==> config.mk <==
export PLATFORM = sky130hd
export DESIGN_NAME = pipe_stall_ctrl
export DESIGN_NICKNAME = d
export VERILOG_FILES = /design/src/rtl/pipe_pkg.sv /design/src/rtl/pipe_stall_ctrl_sat_counter.sv /design/src/rtl/pipe_stall_ctrl.sv
export SDC_FILE = /design/constraint.sdc
export NUM_CORES = 1
export LEC_CHECK = 0
export CORE_ASPECT_RATIO = 0.9
export CORE_UTILIZATION = 49
export DETAILED_ROUTE_END_ITERATION = 10
export PLACE_DENSITY = 0.86
export RECOVER_POWER = 100
export SLEW_MARGIN = 15
export SYNTH_ARGS = -nofsm -noshare
export SYNTH_HDL_FRONTEND = slang
export SYNTH_SLANG_ARGS = --single-unit
==> constraint.sdc <==
create_clock -name clk -period 4.7 [get_ports clk]
set_clock_uncertainty 0.05 [all_clocks]
set_input_delay 1.175 -clock clk [delete_from_list [all_inputs] [get_ports clk]]
set_output_delay 1.175 -clock clk [all_outputs]
set_load 0.005 [all_outputs]
==> src/rtl/pipe_pkg.sv <==
// Shared types and constants for the front-end pipeline stall/flush controller.
package pipe_pkg;

   localparam int unsigned CTRL_W_DEF = 10;
   localparam int unsigned CNT_W_DEF  = 16;
   localparam logic [31:0] NOP_INST   = 32'h0000_0000;

   typedef enum logic [1:0] {
      ST_RUN   = 2'b00,
      ST_STALL = 2'b01,
      ST_FLUSH = 2'b10
   } stall_state_e;

   typedef struct packed {
      logic [31:0] inst;
      logic [31:0] pc4;
      logic        valid;
   } ifid_t;

   // Sequential fetch address; wraps naturally at 32 bits.
   function automatic logic [31:0] pc_plus4(input logic [31:0] pc);
      return pc + 32'd4;
   endfunction

endpackage

==> src/rtl/pipe_stall_ctrl_sat_counter.sv <==
// Saturating up-counter with synchronous clear; holds at MAX instead of wrapping.
module sat_counter #(
   parameter int unsigned   W   = 16,
   parameter logic [W-1:0]  MAX = {W{1'b1}}
) (
   input  logic         clk,
   input  logic         rst,
   input  logic         inc,
   input  logic         clear,
   output logic [W-1:0] cnt
);

   logic [W-1:0] cnt_d;
   logic [W-1:0] cnt_q;

   always_comb begin
      cnt_d = cnt_q;
      if (clear) begin
         cnt_d = '0;
      end else if (inc && (cnt_q != MAX)) begin
         cnt_d = cnt_q + W'(1);
      end
   end

   always_ff @(posedge clk) begin
      if (rst) begin
         cnt_q <= '0;
      end else begin
         cnt_q <= cnt_d;
      end
   end

   assign cnt = cnt_q;

endmodule

==> src/rtl/pipe_stall_ctrl.sv <==
// Front-end pipeline responder: owns PC, IF/ID and ID/EX control registers,
// applies hazard-unit stall/bubble controls and ID-stage redirects, and counts events.
module pipe_stall_ctrl
   import pipe_pkg::*;
#(
   parameter logic [31:0] RESET_PC  = 32'h0000_0000,
   parameter int unsigned CTRL_W    = CTRL_W_DEF,
   parameter int unsigned CNT_W     = CNT_W_DEF,
   parameter int unsigned MAX_STALL = 8
) (
   input  logic              clk,
   input  logic              rst,
   input  logic              pc_write,
   input  logic              ifid_write,
   input  logic              hazard_sel,
   input  logic              branch_taken,
   input  logic [31:0]       branch_target,
   input  logic              jump,
   input  logic [31:0]       jump_target,
   input  logic [31:0]       inst_mem_data,
   input  logic [CTRL_W-1:0] ctrl_in,
   output logic [31:0]       pc,
   output logic [31:0]       ifid_inst,
   output logic [31:0]       ifid_pc4,
   output logic              ifid_valid,
   output logic [CTRL_W-1:0] idex_ctrl,
   output logic [1:0]        stall_state,
   output logic [CNT_W-1:0]  stall_cnt,
   output logic [CNT_W-1:0]  bubble_cnt,
   output logic [CNT_W-1:0]  flush_cnt,
   output logic              stall_stuck
);

   localparam int unsigned STUCK_W = $clog2(MAX_STALL + 2);

   logic [31:0]       pc_d, pc_q;
   ifid_t             ifid_d, ifid_q;
   logic [CTRL_W-1:0] idex_d, idex_q;
   stall_state_e      state_d, state_q;
   logic              stuck_d, stuck_q;

   logic               redirect_c;
   logic [31:0]        target_c;
   logic               bubble_c;
   logic [STUCK_W-1:0] consec_cnt;

   // A redirect only counts when the PC may move; jump wins over branch.
   assign redirect_c = pc_write && (jump || branch_taken);
   assign target_c   = jump ? jump_target : branch_target;
   assign bubble_c   = !hazard_sel || !ifid_q.valid;

   always_comb begin
      pc_d = pc_q;
      if (pc_write) begin
         pc_d = redirect_c ? target_c : pc_plus4(pc_q);
      end
   end

   // Flush has priority over the IF/ID hold request.
   always_comb begin
      ifid_d = ifid_q;
      if (redirect_c) begin
         ifid_d.inst  = NOP_INST;
         ifid_d.pc4   = 32'h0000_0000;
         ifid_d.valid = 1'b0;
      end else if (ifid_write) begin
         ifid_d.inst  = inst_mem_data;
         ifid_d.pc4   = pc_plus4(pc_q);
         ifid_d.valid = 1'b1;
      end
   end

   always_comb begin
      idex_d = bubble_c ? '0 : ctrl_in;
   end

   always_comb begin
      state_d = ST_RUN;
      case (state_q)
         ST_RUN, ST_FLUSH: begin
            if (!pc_write)       state_d = ST_STALL;
            else if (redirect_c) state_d = ST_FLUSH;
            else                 state_d = ST_RUN;
         end
         ST_STALL: begin
            if (redirect_c)      state_d = ST_FLUSH;
            else if (pc_write)   state_d = ST_RUN;
            else                 state_d = ST_STALL;
         end
         default:                state_d = ST_RUN;
      endcase
   end

   // Stuck flag mirrors the consecutive-stall counter after this edge exceeding MAX_STALL.
   always_comb begin
      stuck_d = !pc_write && (consec_cnt >= STUCK_W'(MAX_STALL));
   end

   always_ff @(posedge clk) begin
      if (rst) begin
         pc_q    <= RESET_PC;
         ifid_q  <= '0;
         idex_q  <= '0;
         state_q <= ST_RUN;
         stuck_q <= 1'b0;
      end else begin
         pc_q    <= pc_d;
         ifid_q  <= ifid_d;
         idex_q  <= idex_d;
         state_q <= state_d;
         stuck_q <= stuck_d;
      end
   end

   sat_counter #(.W(CNT_W)) u_stall_cnt (
      .clk   (clk),
      .rst   (rst),
      .inc   (!pc_write),
      .clear (1'b0),
      .cnt   (stall_cnt)
   );

   sat_counter #(.W(CNT_W)) u_bubble_cnt (
      .clk   (clk),
      .rst   (rst),
      .inc   (!hazard_sel),
      .clear (1'b0),
      .cnt   (bubble_cnt)
   );

   sat_counter #(.W(CNT_W)) u_flush_cnt (
      .clk   (clk),
      .rst   (rst),
      .inc   (redirect_c),
      .clear (1'b0),
      .cnt   (flush_cnt)
   );

   sat_counter #(
      .W   (STUCK_W),
      .MAX (STUCK_W'(MAX_STALL + 1))
   ) u_consec_cnt (
      .clk   (clk),
      .rst   (rst),
      .inc   (!pc_write),
      .clear (pc_write),
      .cnt   (consec_cnt)
   );

   assign pc          = pc_q;
   assign ifid_inst   = ifid_q.inst;
   assign ifid_pc4    = ifid_q.pc4;
   assign ifid_valid  = ifid_q.valid;
   assign idex_ctrl   = idex_q;
   assign stall_state = state_q;
   assign stall_stuck = stuck_q;

endmodule

==> PnR_summary.wiki, run 1 <==
{| class="wikitable"
! Metric !! Value
|-
| Result of the run || complete, no violations
|-
| TritonCTS clock tree || yes
|-
| Total count of max-transition violations in the final report || 0
|-
| Actual slew at the worst max-slew pin || 1100 ps
|-
| Flip-flop cell with the highest count after synthesis || sky130_fd_sc_hd__dfxtp_1
|-
| Starting density of the core || approximately half
|-
| Portion of the clock cycle consumed by the worst path in the final layout || about 79%
|-
| GRT Total Usage || a little under a third
|-
| Worst path required time || 4980 ps
|-
| Count of final hold-check violations || 0
|-
| HPWL Detailed || 17.6 mm
|-
| Clock-pin slew on the worst setup and hold paths || approximately 60 ps
|-
| Area of the mapped netlist || 7660 sq um
|-
| Dominant combinational cell family by area after synthesis || simple AND/OR/NAND/NOR gates
|-
| Post-cts sizing count || 0
|-
| Final Power || between 0.003 and 0.004 W
|-
| Synth-to-layout area growth || 44.9%
|-
| Post-synthesis mux area share || under 10%
|-
| Type of origin of the critical path || input pin
|-
| Post CTS Setup Buffer Count || 0
|-
| Row Count || 42
|-
| Routed via count divided by cell count || 5.89
|-
| Simple-gate share of the synthesized area || ~23%
|-
| First-pass GRT wire length || approximately 40 mm
|-
| Setup CP Type || in2reg
|-
| Post-synthesis xor/xnor area fraction || ~6.3%
|-
| Setup TNS Final || 0 ps
|-
| Share of synthesized cell area in full adder, half adder and majority cells || between 1 and 1.5%
|-
| Final setup violation count || 0
|-
| Post-layout nets || approximately 1,300
|-
| Final cell area excluding filler cells || between 10,000 and 15,000 sq um
|-
| Die Span Y || 121 um
|-
| Remaining number of nets flagged by the antenna check after routing || 0
|-
| Max_cap viols || 0
|-
| Die Outline Area || between 15,000 and 20,000 sq um
|-
| Minimum clock period || 3710 ps
|-
| Worst path arrival time || around 4000 ps
|-
| Layout cell share with drive strength beyond 1 || 4.80%
|-
| Via count of the first global-routing pass || 7,595
|-
| Fmax || ~0.27 GHz
|-
| LEAKAGE || between 4 and 5 nW
|-
| Total length of routed wires || roughly 25 mm
|-
| Worst Hold Launch || ifid_pc4[2]
|-
| Number of synthesized register bits || between 150 and 200
|-
| Fillers || ~1,200
|-
| Count of distinct cell types in the synthesized netlist || 62
|-
| Width of the die || between 100 and 150 um
|-
| Cell area after placement || 10,400 sq um
|-
| Core utilization of the finished layout || about three quarters
|-
| Count of flip-flops with a built-in enable after synthesis || 0
|-
| # clock sinks || approximately 160
|-
| Maximum level of the CTS H-tree || 4
|-
| Antenna violations before repair || 1
|-
| Clock insertion delay at the later pin of the skew report || between 400 and 500 ps
|-
| Post-CTS Hold Buffers || 0
|-
| I/O pins || between 200 and 300
|-
| Sequential cell area fraction in the yosys report || ~42%
|-
| Global route total overflow || 0
|-
| Pwr per Cell Area || around 320 nW/um^2
|-
| Net count of the mapped netlist || 1,012
|-
| Worst ir drop on vdd || between 0.2 and 0.3 mV
|-
| Max Buffers Root-to-Sink || 2
|-
| Capturing element type of the critical path || flip-flop
|-
| Async SR Flop Fraction || 0%
|-
| Maximum fanout along the worst path || 21
|-
| Maximum number of pins on one net before global-route repair || 96
|-
| Final routed wire length divided by cell count || 18.4 um
|-
| Number of instances in the synthesized netlist || 892
|-
| Count of routing violations after the opening detailed-route iteration || 735
|-
| Number of buffers inserted by port buffering || 270
|-
| Type of the worst min-delay path || reg2reg
|-
| First drt pass iteration count || 6
|-
| Syn. warnings || 0
|-
| Setup repair after global routing missed its margin || false
|-
| Post-Route Hold Slack || ~420 ps
|-
| Global placer's final weighted congestion || between 0.9 and 1
|-
| Total vias in the final route || around 7,900
|-
| Root buffer cell || sky130_fd_sc_hd__clkbuf_16
|-
| Num CTS Buffers || 17
|-
| Slew margin rel. || roughly 27%
|-
| DRC Markers || 0
|-
| Compound-gate portion of the synthesized area || around 17%
|-
| Timing startpoint of the critical path || branch_taken
|-
| Core Footprint || around 15,000 sq um
|-
| Synthesized area per cell || approximately 8.6 sq um
|-
| Crit Reg-Reg Startpoint || pc[2]
|}
area by class of cell:
class / instances / area [sq um] / share of cell area [%]
multi-input cells: 664 / 4150 / 37.3
flip-flops and latches: 162 / 3240 / 29.2
repair buffers: 279 / 2730 / 24.6
clock buffers: 19 / 443 / 3.99
clock inverters: 13 / 254 / 2.29
well taps: 198 / 248 / 2.23
inverters: 10 / 37.5 / 0.338
diodes: 1 / 2.50 / 0.0225
final timing paths:
path              cells past startpoint            to  slack [ps]
setup / recovery                      8  ifid_pc4[25]         990
hold / removal                        2   ifid_pc4[2]         420
setup reg to reg                      6  ifid_pc4[30]        1940
hold reg to reg                       2   ifid_pc4[2]         420
critical path, cell delays in order:
cell,delay (ps)
sky130_fd_sc_hd__dlygate4sd3_1,570
sky130_fd_sc_hd__clkbuf_1,330
sky130_fd_sc_hd__o21a_1,410
sky130_fd_sc_hd__buf_4,260
sky130_fd_sc_hd__nor2_1,100
sky130_fd_sc_hd__clkbuf_1,670
sky130_fd_sc_hd__o21ai_0,260
sky130_fd_sc_hd__a21oi_1,210
synthesized netlist by cell type (all sizes together) (15+ instances only):
library cell / instances / area, sq um
dfxtp: 162 / 3240
nor2: 132 / 498
o21ai: 69 / 345
a21oi: 57 / 285
mux2i: 51 / 510
nand2: 51 / 191
clkbuf: 42 / 158
xnor2: 34 / 298
nand3: 27 / 140
nand4: 26 / 178
nor3: 24 / 130
xor2: 21 / 184
nor4: 17 / 150
a211oi: 15 / 113
cell usage in the layout (no fill, tap or decap), types with 10 or more instances in the layout:
master / count
sky130_fd_sc_hd__a211oi_1: 15
sky130_fd_sc_hd__a21oi_1: 57
sky130_fd_sc_hd__and4_1: 10
sky130_fd_sc_hd__clkbuf_16: 17
sky130_fd_sc_hd__clkdlybuf4s50_1: 106
sky130_fd_sc_hd__dfxtp_1: 162
sky130_fd_sc_hd__dlygate4sd3_1: 161
sky130_fd_sc_hd__inv_1: 10
sky130_fd_sc_hd__mux2i_1: 51
sky130_fd_sc_hd__nand2_1: 51
sky130_fd_sc_hd__nand3_1: 26
sky130_fd_sc_hd__nand4_1: 25
sky130_fd_sc_hd__nor2_1: 131
sky130_fd_sc_hd__nor3_1: 22
sky130_fd_sc_hd__nor4_1: 10
sky130_fd_sc_hd__o21ai_0: 66
sky130_fd_sc_hd__o31a_1: 11
sky130_fd_sc_hd__xnor2_1: 34
sky130_fd_sc_hd__xor2_1: 21
flip-flops by register name, indices dropped and copies added, names as in the netlist, 2 cells and up:
register / count
pc: 32
u_consec_cnt.cnt: 4
u_bubble_cnt.cnt: 16
ifid_inst: 32
idex_ctrl: 10
ifid_pc4: 32
u_stall_cnt.cnt: 16
u_flush_cnt.cnt: 16
stall_state: 2
stage by stage:
| stage | worst slack (ps) | std cells |
|---|---|---|
| finish | 989 | 1346 |
| global route | 825 | 1345 |
| CTS | 1770 | 1345 |
| detailed placement | 1320 | 1313 |
| global placement | 1420 | 1313 |
| floorplan | 2090 | 892 |
report_power, final:
part	internal, W	switching [W]
sequential	0.00143	0.0000641
clock	0.00107	0.000562
combinational	0.000227	0.000184
routing by layer:
layer,up-vias,part of all wire (%),track usage (%)
li1,3713,-,-
met1,3687,39,38.0
met2,460,47,50.0
met3,64,11,8.76
met4,0,2.6,12.3
met5,-,0,0
logic make-up (layout without fill, tap and decap cells):
| kind of cell | count (synthesis) | in the layout |
|---|---|---|
| AOI/OAI and AO/OA | 208 | 208 |
| xor gates and xnor gates | 55 | 55 |
| adders and majority gates | 7 | 7 |
| buffers and inverters | 66 | 321 |
| DFF | 162 | 162 |
| muxes | 53 | 53 |
| other | 0 | 1 |
| and+or+nand+nor | 341 | 341 |
Power figures use the tool's default switching activity.
==> inputs of run 2 (changes only) <==
--- a/config.mk
+++ b/config.mk
@@ -6,9 +6,9 @@
 export NUM_CORES = 1
 export LEC_CHECK = 0
 export CORE_ASPECT_RATIO = 0.9
-export CORE_UTILIZATION = 49
+export CORE_UTILIZATION = 46
 export DETAILED_ROUTE_END_ITERATION = 10
-export PLACE_DENSITY = 0.86
+export PLACE_DENSITY = 0.82
 export RECOVER_POWER = 100
 export SLEW_MARGIN = 15
 export SYNTH_ARGS = -nofsm -noshare
==> constraint.sdc (replaced) <==
create_clock -name clk -period 3.85 [get_ports clk]
set_clock_uncertainty 0.05 [all_clocks]
set_input_delay 0.9625 -clock clk [delete_from_list [all_inputs] [get_ports clk]]
set_output_delay 0.9625 -clock clk [all_outputs]
set_load 0.005 [all_outputs]
==> run 2 against run 1 <==
Sequential share of layout area about the same. Worst hold slack improved by 9.2 ps. Clock-buffer cell count increased by 1. Utilization decreased by 5.4 points. Worst setup slack got worse by 310 ps. Sequential power increased by 21%. Critical path type unchanged. Critical endpoint is now ifid_pc4[24]. Largest power group unchanged. Highest routed layer is now met5.
==> PnR_summary.wiki, run 2 (synthesized netlist as in run 1, its figures left out) <==
{| class="wikitable"
! Metric !! Value
|-
| Result of the run || complete, no violations
|-
| Post CTS Setup Buffer Count || 0 (unchanged)
|-
| Type of origin of the critical path || input pin
|-
| Num CTS Buffers || 17 (unchanged)
|-
| Storage cell area || 3240 sq um (unchanged)
|-
| TritonCTS clock tree || yes
|-
| Post-Route Hold Slack || 432 ps (+9.18 ps)
|-
| Routed via count divided by cell count || 5.73 (-2.6%)
|-
| Logic depth of the worst register-to-register path || 6 (unchanged)
|-
| Worst r2r dst || ifid_pc4[30]
|-
| Slowest cell on crit path || sky130_fd_sc_hd__clkbuf_2
|-
| I/O pins || 271 (unchanged)
|-
| Die Span Y || 124 um (+3.2%)
|-
| Minimum clock period || between 3000 and 4000 ps
|-
| Setup repair after global routing missed its margin || false
|-
| Setup TNS Final || 0 ps (unchanged)
|-
| HPWL Detailed || 17.2 mm (-2.3%)
|-
| Seq pwr share || 42.9% (+0.7 points)
|-
| Type of the worst min-delay path || reg2reg
|-
| Synth-to-layout area growth || 45.1%
|-
| Fmax || approximately 0.32 GHz
|-
| Final setup violation count || 0 (unchanged)
|-
| Worst setup slack for register-to-register paths || 1190 ps (-750 ps)
|-
| Part of the total power dissipated in combinational logic || 12.0% (+0.3 points)
|-
| Internal power || 0.00323 W (+19%)
|-
| CP peak stage delay || 920 ps (+250 ps)
|-
| Slew margin rel. || 24.3% (-2.6 points)
|-
| Layout cell share with drive strength beyond 1 || 5.39% (+0.60 points)
|-
| Via count of the first global-routing pass || 7,275 (-4.2%)
|-
| Count of routing violations after the opening detailed-route iteration || 615 (-16%)
|-
| Crit path top cell by count || sky130_fd_sc_hd__clkbuf_1
|-
| Final worst setup slack || 677 ps (-313 ps)
|-
| Portion of the clock cycle consumed by the worst path in the final layout || between 80% and 90%
|-
| Width of the die || 138 um (+3.2%)
|-
| Starting density of the core || 47.4% (-3.8 points)
|-
| Post-CTS Hold Buffers || 0 (unchanged)
|-
| Row Count || 44 (+4.8%)
|-
| Total vias in the final route || 7,785 (-1.8%)
|-
| Max Buffers Root-to-Sink || 2 (unchanged)
|-
| Maximum level of the CTS H-tree || 4 (unchanged)
|-
| Root buffer cell || sky130_fd_sc_hd__clkbuf_16
|-
| Timing startpoint of the critical path || rst
|-
| Maximum fanout along the worst path || 49 (+130%)
|-
| Worst ir drop on vdd || 0.346 mV (+34%)
|-
| Global route total overflow || 0 (unchanged)
|-
| Die Outline Area || 17,200 sq um (+6.4%)
|-
| Post-route non-filler standard cell count || 1,358 (+0.89%)
|-
| Number of buffers inserted by port buffering || 270 (unchanged)
|-
| Antenna violations before repair || 3 (+2)
|-
| Maximum number of pins on one net before global-route repair || 96 (unchanged)
|-
| # clock sinks || 162 (unchanged)
|-
| Fillers || 1,309 (+11%)
|-
| Switching share of power || 23.6% (+0.65 points)
|-
| Max_cap viols || 0 (unchanged)
|-
| Capturing element type of the critical path || flip-flop
|-
| Worst path required time || 4050 ps (-930 ps)
|-
| Post-cts sizing count || 0 (unchanged)
|-
| Global placer's final weighted congestion || 0.917 (-2.8%)
|-
| Part of the total power dissipated in the clock network || 45.1% (-1.0 points)
|-
| Multi-input gate area || 4150 sq um (unchanged)
|-
| Setup CP Type || in2reg
|-
| Worst path arrival time || 3370 ps (-620 ps)
|-
| Cell area after placement || 10,500 sq um (+0.32%)
|-
| Net switching power of the design || 0.000996 W (+23%)
|-
| Most common library cell in the layout ignoring fill and taps || sky130_fd_sc_hd__dfxtp_1
|-
| Remaining number of nets flagged by the antenna check after routing || 0 (unchanged)
|-
| Actual slew at the worst max-slew pin || 1140 ps (+38.9 ps)
|-
| Total length of routed wires || 24.2 mm (-2.2%)
|-
| Post-Place Worst Slack || 632 ps (-693 ps)
|-
| Pwr per Cell Area || 380 nW/um^2 (+19%)
|-
| DRC Markers || 0 (unchanged)
|-
| Placed cell count || 1,325 (+0.91%)
|-
| Commonest cells after routing, fill and taps aside || 162 x sky130_fd_sc_hd__dfxtp_1, 160 x sky130_fd_sc_hd__dlygate4sd3_1, 131 x sky130_fd_sc_hd__nor2_1
|-
| Count of final hold-check violations || 0 (unchanged)
|-
| Capture point of the worst path || ifid_pc4[24]
|-
| First drt pass iteration count || 5 (-1)
|-
| LEAKAGE || 4.45 nW (about the same)
|-
| Post-layout nets || 1,257 (+0.24%)
|-
| Final cell area excluding filler cells || 11,100 sq um (+0.14%)
|-
| Core Footprint || 16,200 sq um (+8.1%)
|-
| Clock insertion delay at the later pin of the skew report || 420 ps (about the same)
|-
| Clock-pin slew on the worst setup and hold paths || 60 ps (about the same)
|-
| Total count of max-transition violations in the final report || 0 (unchanged)
|-
| GRT Total Usage || 28.0% (-2.7 points)
|-
| Final routed wire length divided by cell count || 17.8 um (-3.1%)
|-
| Crit Reg-Reg Startpoint || pc[2]
|-
| Ordered cell list for the critical path || clkbuf_1 > clkbuf_2 > nor2_1 > clkbuf_1 > o21ai_0 > a21oi_1
|-
| First-pass GRT wire length || 38.6 mm (-1.1%)
|}
==> run 2: metrics by stage <==
step,total power [W],util (%)
6_report,0.00422,68.7
5_1_grt,0.00437,68.7
4_1_cts,0.00427,68.8
3_5_place_dp,0.00238,64.7
3_3_place_gp,0.00237,64.7
2_1_floorplan,0.00206,-
==> run 2: routing by layer <==
metal	track usage [%]	routed length [um]
met1	34.4	9860
met2	45.7	11400
met3	9.46	2400
met4	9.37	541
met5	0	23
==> run 2: how the worst min path moves through the flow <==
stage,startpoint,cells after the start,end,slack (ps)
2_1_floorplan,stall_state[1],1,stall_state[0],400
3_3_place_gp,stall_state[1],1,stall_state[0],400
3_5_place_dp,stall_state[1],1,stall_state[0],420
4_1_cts,stall_state[0],1,stall_state[0],430
5_1_grt,stall_state[0],1,stall_state[0],450
6_report,ifid_pc4[21],2,ifid_pc4[21],430
==> run 2: cell type report <==
type                       count  share of cell area (%)
clock inverter                12                    1.82
timing repair buffer         282                    24.9
antenna                        1                  0.0225
tap                          207                    2.33
inverter                      10                   0.337
clock buffer                  20                    4.20
sequential                   162                    29.2
multi-input combinational    664                    37.3
==> run 2: power by group through the flow <==
| stage | combinational, W | clock [W] | sequential (W) |
|---|---|---|---|
| 3_5_place_dp | 0.000527 | 0 | 0.00185 |
| 5_1_grt | 0.000546 | 0.00200 | 0.00182 |
| 3_3_place_gp | 0.000521 | 0 | 0.00185 |
| 4_1_cts | 0.000530 | 0.00192 | 0.00181 |
| 6_report | 0.000505 | 0.00190 | 0.00181 |
| 2_1_floorplan | 0.000226 | 0 | 0.00183 |
==> run 2: worst max-delay path, delay by kind of cell <==
kind                   cells  cell delay (ps)
buffers and inverters      3             2010
AO/OA/AOI/OAI              2              230
AND/OR/NAND/NOR            1              150
==> inputs of run 3 (changes only) <==
==> constraint.sdc (replaced) <==
create_clock -name clk -period 3.05 [get_ports clk]
set_clock_uncertainty 0.05 [all_clocks]
set_input_delay 0.7625 -clock clk [delete_from_list [all_inputs] [get_ports clk]]
set_output_delay 0.7625 -clock clk [all_outputs]
set_load 0.005 [all_outputs]
==> run 3 against run 2 <==
Worst hold slack got worse by 8.9 ps. Total power increased by 19%. Final area about the same. Global-route usage decreased by 0.18 points. Cell count increased by 0.88%. First-iteration DRC count increased by 22%. Wire length decreased by 2.4%. Die area unchanged.
==> PnR_summary.wiki, run 3 (synthesized netlist as in run 1, its figures left out) <==
{| class="wikitable"
! Metric !! Value
|-
| Clock insertion delay at the later pin of the skew report || 420 ps (about the same)
|-
| Number of buffers inserted by port buffering || 270 (unchanged)
|-
| CP peak stage delay || 620 ps (-300 ps)
|-
| Capture endpoint of the worst hold path || stall_state[1]
|-
| DRC Markers || 0 (unchanged)
|-
| First drt pass iteration count || 5 (unchanged)
|-
| Most common library cell in the layout ignoring fill and taps || sky130_fd_sc_hd__dfxtp_1
|-
| Root buffer cell || sky130_fd_sc_hd__clkbuf_16
|-
| Worst r2r dst || ifid_pc4[21]
|-
| Maximum number of pins on one net before global-route repair || 49 (-49%)
|-
| Post-route non-filler standard cell count || 1,370 (+0.88%)
|-
| Logic depth of the worst register-to-register path || 5 (-1)
|-
| Slowest cell on crit path || sky130_fd_sc_hd__dlygate4sd3_1
|-
| Layout cell share with drive strength beyond 1 || 5.59% (+0.20 points)
|-
| HPWL Detailed || 17.7 mm (+3.0%)
|-
| Type of origin of the critical path || input pin
|-
| Max_cap viols || 0 (unchanged)
|-
| Setup repair after global routing missed its margin || false
|-
| Hold Path Cell Cnt || 1 (-1)
|-
| Starting density of the core || 47.4% (unchanged)
|-
| Cell area after placement || 10,600 sq um (+1.1%)
|-
| Num CTS Buffers || 17 (unchanged)
|-
| Post-layout nets || 1,269 (+0.95%)
|-
| Maximum level of the CTS H-tree || 4 (unchanged)
|-
| Core Footprint || 16,200 sq um (unchanged)
|-
| Final setup violation count || 0 (unchanged)
|-
| Post-CTS Hold Buffers || 0 (unchanged)
|-
| Clock-pin slew on the worst setup and hold paths || 60 ps (about the same)
|-
| Worst setup slack for register-to-register paths || 510 ps (-680 ps)
|-
| Maximum fanout along the worst path || 12 (-76%)
|-
| I/O pins || 271 (unchanged)
|-
| Total length of routed wires || 23.7 mm (-2.4%)
|-
| Remaining number of nets flagged by the antenna check after routing || 0 (unchanged)
|-
| Slew margin rel. || 47.9% (+24 points)
|-
| Worst path required time || 3310 ps (-740 ps)
|-
| GRT Total Usage || 27.8% (-0.18 points)
|-
| Placed cell count || 1,337 (+0.91%)
|-
| Via count of the first global-routing pass || 7,395 (+1.6%)
|-
| Worst ir drop on vdd || 0.388 mV (+12%)
|-
| Routed via count divided by cell count || 5.66 (-1.2%)
|-
| Worst path arrival time || 2870 ps (-500 ps)
|-
| Total vias in the final route || 7,758 (-0.35%)
|-
| Max Buffers Root-to-Sink || 2 (unchanged)
|-
| Post-cts sizing count || 0 (unchanged)
|-
| Actual slew at the worst max-slew pin || 778 ps (-357 ps)
|-
| Setup CP Type || in2reg
|-
| Die Span Y || 124 um (unchanged)
|-
| Antenna violations before repair || 3 (unchanged)
|-
| Result of the run || complete, no violations
|-
| Crit Reg-Reg Startpoint || pc[4]
|-
| Minimum clock period || 2610 ps
|-
| Final worst setup slack || 442 ps (-234 ps)
|-
| Global placer's final weighted congestion || 0.907 (-1.1%)
|-
| Commonest cells after routing, fill and taps aside || 162 x sky130_fd_sc_hd__dfxtp_1, 160 x sky130_fd_sc_hd__dlygate4sd3_1, 131 x sky130_fd_sc_hd__nor2_1
|-
| Row Count || 44 (unchanged)
|-
| Count of final hold-check violations || 0 (unchanged)
|-
| Count of routing violations after the opening detailed-route iteration || 752 (+22%)
|-
| Type of the worst min-delay path || reg2reg
|-
| Fillers || 1,344 (+2.7%)
|-
| Total count of max-transition violations in the final report || 0 (unchanged)
|-
| Width of the die || 138 um (unchanged)
|-
| Post CTS Setup Buffer Count || 0 (unchanged)
|-
| First-pass GRT wire length || 38.3 mm (-0.87%)
|-
| Portion of the clock cycle consumed by the worst path in the final layout || a little under nine tenths
|-
| Pwr per Cell Area || 452 nW/um^2 (+19%)
|-
| Final Power || 0.00502 W (+19%)
|-
| Synth-to-layout area growth || 45.0% (about the same)
|-
| TritonCTS clock tree || yes
|-
| Fmax || 0.383 GHz
|-
| Setup TNS Final || 0 ps (unchanged)
|-
| Global route total overflow || 0 (unchanged)
|-
| LEAKAGE || 4.46 nW (+0.20%)
|-
| Ordered cell list for the critical path || dlygate4sd3_1 > clkbuf_1 > nor2_1 > a211oi_1 > a41oi_1 > o221a_2
|-
| Die Outline Area || 17,200 sq um (unchanged)
|-
| Final routed wire length divided by cell count || 17.3 um (-3.3%)
|-
| # clock sinks || 162 (unchanged)
|-
| Capturing element type of the critical path || flip-flop
|-
| Post-Place Worst Slack || 245 ps (-387 ps)
|-
| Final cell area excluding filler cells || 11,100 sq um (about the same)
|-
| Worst Hold Launch || stall_state[0]
|}
[run 3: area by class of cell]
type / instances / area [sq um] / share of cell area (%)
timing repair buffer: 294 / 2870 / 25.8
antenna: 1 / 2.50 / 0.0225
multi-input combinational: 664 / 4130 / 37.2
clock buffer: 20 / 437 / 3.93
sequential: 162 / 3240 / 29.2
tap: 207 / 259 / 2.33
clock inverter: 12 / 135 / 1.22
inverter: 10 / 37.5 / 0.338
[run 3: how the worst max path moves through the flow]
stage	from	endpoint	slack, ps	cells after the start
after global placement	pc_write	u_flush_cnt.cnt[13]	280	6
after floorplan	branch_taken	u_flush_cnt.cnt[5]	850	6
final	branch_taken	pc[13]	440	6
after CTS	pc[4]	pc[4]	570	1
after global routing	branch_taken	pc[13]	270	6
after detailed placement	pc_write	u_flush_cnt.cnt[13]	240	6
[run 3: per-stage QoR]
stage	hold slack, ps	util (%)
global placement	415	65.4
global route	453	68.7
floorplan	400	-
detailed placement	425	65.4
CTS	435	68.9
finish	424	68.7
[run 3: report_power, final]
part / switching (W) / internal, W
registers: 0.0000916 / 0.00220
clock network: 0.000877 / 0.00121
logic: 0.000282 / 0.000362
[run 3: layer usage]
metal  share of wire, %  up-vias  GRT usage (%)
met1                 40     3575           35.0
li1                   -     3741              -
met5               0.11        -              0
met2                 46      381           43.7
met3                 10       57           8.73
met4                3.1        4           11.7
[run 3: worst max-delay path: cells and delay by family]
| kind | cells | cell delay, ps |
|---|---|---|
| simple gates | 1 | 330 |
| compound gates | 3 | 720 |
| buf+inv | 2 | 1050 |
